==> src/rtl/toggle_sync_rx.sv <==
// Receive side of the two-phase toggle handshake: synchronizes req_tog_i, captures data_i,
// and returns ack_tog once the word is consumed. Define TOGGLE_SYNC_RX_OVERRUN_EN for overrun detection.
module toggle_sync_rx #(
    parameter int SYNC_STAGES = 2,
    parameter int DATA_WIDTH  = 8,
    parameter int CNT_WIDTH   = 8
) (
    input  logic                  clk,
    input  logic                  reset_n,
    input  logic                  req_tog_i,
    input  logic [DATA_WIDTH-1:0] data_i,
    input  logic                  data_ready,
    input  logic                  cnt_clr,
    output logic                  ack_tog,
    output logic                  pulse,
    output logic [DATA_WIDTH-1:0] data_o,
    output logic                  data_valid,
    output logic [CNT_WIDTH-1:0]  event_cnt,
    output logic                  overrun
);

    typedef enum logic {
        EMPTY = 1'b0,
        FULL  = 1'b1
    } state_t;

    logic [SYNC_STAGES-1:0] sync_reg;
    logic                   prev_reg;
    logic                   det;
    state_t                 state_reg;
    logic                   ack_reg;
    logic                   pulse_reg;
    logic [DATA_WIDTH-1:0]  data_reg;
    logic [CNT_WIDTH-1:0]   cnt_reg;

    // First stage samples the asynchronous toggle; later stages only resolve metastability.
    always_ff @(posedge clk) begin
        if (!reset_n) begin
            sync_reg[0] <= 1'b0;
        end else begin
            sync_reg[0] <= req_tog_i;
        end
    end

    generate
        for (genvar gi = 1; gi < SYNC_STAGES; gi++) begin : g_sync
            always_ff @(posedge clk) begin
                if (!reset_n) begin
                    sync_reg[gi] <= 1'b0;
                end else begin
                    sync_reg[gi] <= sync_reg[gi-1];
                end
            end
        end
    endgenerate

    assign det = sync_reg[SYNC_STAGES-1] ^ prev_reg;

    always_ff @(posedge clk) begin
        if (!reset_n) begin
            prev_reg  <= 1'b0;
            pulse_reg <= 1'b0;
            cnt_reg   <= '0;
        end else begin
            prev_reg  <= sync_reg[SYNC_STAGES-1];
            pulse_reg <= det;
            if (cnt_clr) begin
                cnt_reg <= '0;
            end else if (det && (cnt_reg != {CNT_WIDTH{1'b1}})) begin
                cnt_reg <= cnt_reg + 1'b1;
            end
        end
    end

    // Handshake FSM; a det in FULL without data_ready is a protocol violation and never touches data_reg.
    always_ff @(posedge clk) begin
        if (!reset_n) begin
            state_reg <= EMPTY;
            ack_reg   <= 1'b0;
            data_reg  <= '0;
        end else begin
            case (state_reg)
                EMPTY: begin
                    if (det) begin
                        data_reg  <= data_i;
                        state_reg <= FULL;
                    end
                end
                FULL: begin
                    if (data_ready) begin
                        ack_reg <= ~ack_reg;
                        if (det) begin
                            data_reg <= data_i;
                        end else begin
                            state_reg <= EMPTY;
                        end
                    end
                end
                default: state_reg <= EMPTY;
            endcase
        end
    end

`ifdef TOGGLE_SYNC_RX_OVERRUN_EN
    logic overrun_reg;

    always_ff @(posedge clk) begin
        if (!reset_n) begin
            overrun_reg <= 1'b0;
        end else if ((state_reg == FULL) && det && !data_ready) begin
            overrun_reg <= 1'b1;
        end
    end

    assign overrun = overrun_reg;
`else
    assign overrun = 1'b0;
`endif

    assign ack_tog    = ack_reg;
    assign pulse      = pulse_reg;
    assign data_o     = data_reg;
    assign data_valid = (state_reg == FULL);
    assign event_cnt  = cnt_reg;

endmodule
==> config.mk <==
export PLATFORM = sky130hd
export DESIGN_NAME = toggle_sync_rx
export DESIGN_NICKNAME = d
export VERILOG_FILES = /design/src/rtl/toggle_sync_rx.sv
export SDC_FILE = /design/constraint.sdc
export NUM_CORES = 1
export LEC_CHECK = 0
export ABC_AREA = 0
export CAP_MARGIN = 5
export CORE_MARGIN = 2
export CORE_UTILIZATION = 42
export DETAILED_ROUTE_END_ITERATION = 12
export PLACE_DENSITY = 0.75
export SLEW_MARGIN = 10
export SYNTH_ARGS = -nofsm -noshare
export SYNTH_HDL_FRONTEND = slang
export SYNTH_SLANG_ARGS = --single-unit
export TNS_END_PERCENT = 20
==> constraint.sdc <==
create_clock -name clk -period 1.6 [get_ports clk]
set_clock_uncertainty 0.05 [all_clocks]
set_input_delay 0.4 -clock clk [delete_from_list [all_inputs] [get_ports clk]]
set_output_delay 0.4 -clock clk [all_outputs]
set_load 0.01 [all_outputs]
==> impl_results.md, run 1 <==
* Status: finished, final reports clean
* Max cap viols at 0
* Setup Slack @ Placement at -0.0566 ns
* Synthesized cell area at 898 um^2
* Layout Cells excl Fill at 155
* Clock latency on the worst-skew pair at 0.29 ns
* Synth top area cells: dfxtp_1 49%, mux2i_1 11%, nor2b_1 6.3%
* DRT iter0 DRCs at 8
* Critical register-to-register path startpoint: prev_reg
* Crit path time final at roughly 1.5 ns
* Routed vias at about 750
* Leak at 0.597 nW
* GRT overflow at 0
* Post-synthesis cell count at 90
* Nature of the critical path endpoint: flip-flop
* CTS resizes at 23
* Pwr dens at 718 mW/mm^2
* Share of layout cells above drive strength 1 at 18.0%
* Vias in the first global route at 735
* Avg WL per Cell at 12.1 um
* Syn avg cell area at 9.98 um^2
* Nets at 144
* Final-report setup violation count at 0
* Setup crit start kind: flip-flop
* Clock Path Buffers at 2
* GPL Wtd Cong at 0.834
* List of most frequent post-synthesis cells: 22 x dfxtp_1, 10 x mux2i_1, 9 x nor2b_1
* CP Data Arrival Time at between 1.5 and 2 ns
* CTS tree: built
* Hold depth at 1
* Inserted Clock Buffers at 3
* Register bit total from synthesis at 22
* Clock Pin Slew Worst Setup and Hold Paths at about 0.11 ns
* Clock sinks at 22
* Yosys top cell area share at 49.0%
* Area grow syn2layout at 46.0%
* Initial antenna violation count at 0
* Post-layout util at 66.2%
* Antenna cells at 0
* Fmax at 658 MHz
* RSZ-0062 raised after global routing: no
* Worst EP required at 1.78 ns
* Hold Crit Class: flip-flop to flip-flop
* I/O Pins at 33
* Post-synth EDFFs at 0
* Final Hold Fails at 0
* Reg2reg end: event_cnt[5]
* Final WL at 1870 um
* Setup WS post-layout at 0.0808 ns
* Setup bufs post-CTS at 0
* Row cnt at 16
* Final Max Slew Viols at 0
* Dpl cells at approximately 150
* H-tree levels at 1
* Drt pass-1 iters at 4
* Die width at 50.3 um
* Vias per cell at ~4.8
* Hpwl dp at 1400 um
* Min-delay src: sync_reg[0]
* Die ar. at 0.00253 mm^2
* Cell taking the most area after synthesis: dfxtp_1
* First-pass GRT wire length at approximately 3200 um
* Drt drc at 0
* Most frequent cell after synthesis: dfxtp_1
* Largest net degree at the start of global routing at 15
* R2r setup slk at 0.08 ns
* Register area share after synthesis at 49.0%
* R2r worst-path depth at 4
* GRT Util Overall at 16.5%
* Fin crit share at 94.9%
* Setup Crit Path Kind: flip-flop to flip-flop
* FILL cells at approximately 170
* Core area at 0.00198 mm^2
* Multi-input logic area at 438 um^2
* IO Port Bufs at 31
* Syn nets at 104
* Async S/R FF share, synth at 0%
* Reg area at about 450 um^2
* Synth cell types at 31
* Synth Flop Type: dfxtp_1
* Initial Util at between 40% and 50%
* Root Buffer: clkbuf_4
* Hold path endpoint: sync_reg[1]
* Final ANT Viol Nets at 0
* Die Y at 50.3 um
* Max VDD drop at roughly 0.48 mV
* CTS Hold Bufs at 0
* YS warnings at 0
* CP Max Fanout at 6
## routing by layer
layer | vias to the layer above | GRT usage, % | wire length (um)
met3 | 0 | 3.57 | 76
met5 | - | 0 | 0
li1 | 384 | - | -
met2 | 24 | 30.3 | 933
met1 | 343 | 19.2 | 860
met4 | 0 | 4.17 | 0
## where the power goes
part           leakage, nW  total, W  internal, W  switching, W
Sequential           0.182  0.000574     0.000564    0.00000987
Combinational        0.401  0.000129    0.0000790     0.0000502
Clock               0.0138  0.000239    0.0000875      0.000152
Total                0.597  0.000942     0.000730      0.000212
## metrics by stage
stage	power (W)	instance area, um^2	hold slack (ns)	TNS (ns)
floorplan	0.000646	898	0.362	0
global placement	0.000725	1290	0.366	-0.0482
detailed placement	0.000727	1290	0.376	-0.381
CTS	0.000957	1300	0.405	-0.0718
global route	0.000990	1310	0.423	0
finish	0.000942	1310	0.398	0
## cells in the final DEF (no fill, tap or decap), drive strengths merged
cell	n
dfxtp	22
dlygate4sd2	17
clkdlybuf4s50	12
mux2i	10
nor2b	9
buf	7
nor2	6
nand2	5
and2	5
a21oi	4
o21ai	4
clkbuf	3
nand4	3
xnor2	2
inv	2
nor3	2
dlymetal6s2s	2
xor2	2
or3	2
nand3	1
o31ai	1
or4	1
nand2b	1
o311a	1
o21a	1
or4b	1
ha	1
conb	1
## cell type report
cell class	instances	share of cell area [%]
Clock buffer	3	1.72
Inverter	2	0.573
Timing Repair Buffer	38	27.4
Tap cell	27	2.58
Sequential cell	22	34.4
Multi-Input combinational cell	63	33.4
## critical path: stages, from the launching register on
cell and delay [ns]:
dfxtp_1 0.41, xor2_2 0.18, nand4_2 0.18, or4_1 0.50, a21oi_1 0.14
## logic make-up after synthesis
logic type / after synthesis / share of synthesized area (%)
AO/OA/AOI/OAI: 11 / 7.38
XOR/XNOR: 4 / 4.74
multiplexers: 10 / 11.1
flip-flops: 22 / 49.0
adder cells (fa/ha/maj): 1 / 1.39
AND/OR/NAND/NOR: 36 / 23.4
other: 1 / 0.417
buffers and inverters: 5 / 2.51
## worst max path at each step
stage / start / end / slack, ns / depth (start not counted)
2_1_floorplan: event_cnt[0] / event_cnt[6] / 0.02 / 5
3_3_place_gp: data_ready / data_o[5] / -0.01 / 6
3_5_place_dp: data_ready / data_o[4] / -0.06 / 6
4_1_cts: event_cnt[4] / event_cnt[4] / -0.07 / 1
5_1_grt: prev_reg / event_cnt[3] / 0.006 / 4
6_report: prev_reg / event_cnt[5] / 0.08 / 4
Note: power is estimated with default switching activity, not from simulation.
==> inputs of run 2 (changes only) <==
--- a/config.mk
+++ b/config.mk
@@ -6,7 +6,6 @@
 export NUM_CORES = 1
 export LEC_CHECK = 0
 export ABC_AREA = 0
-export CAP_MARGIN = 5
 export CORE_MARGIN = 2
 export CORE_UTILIZATION = 42
 export DETAILED_ROUTE_END_ITERATION = 12
==> results of run 2 <==
No change in the layout: final DEF, timing and power equal those of run 1.
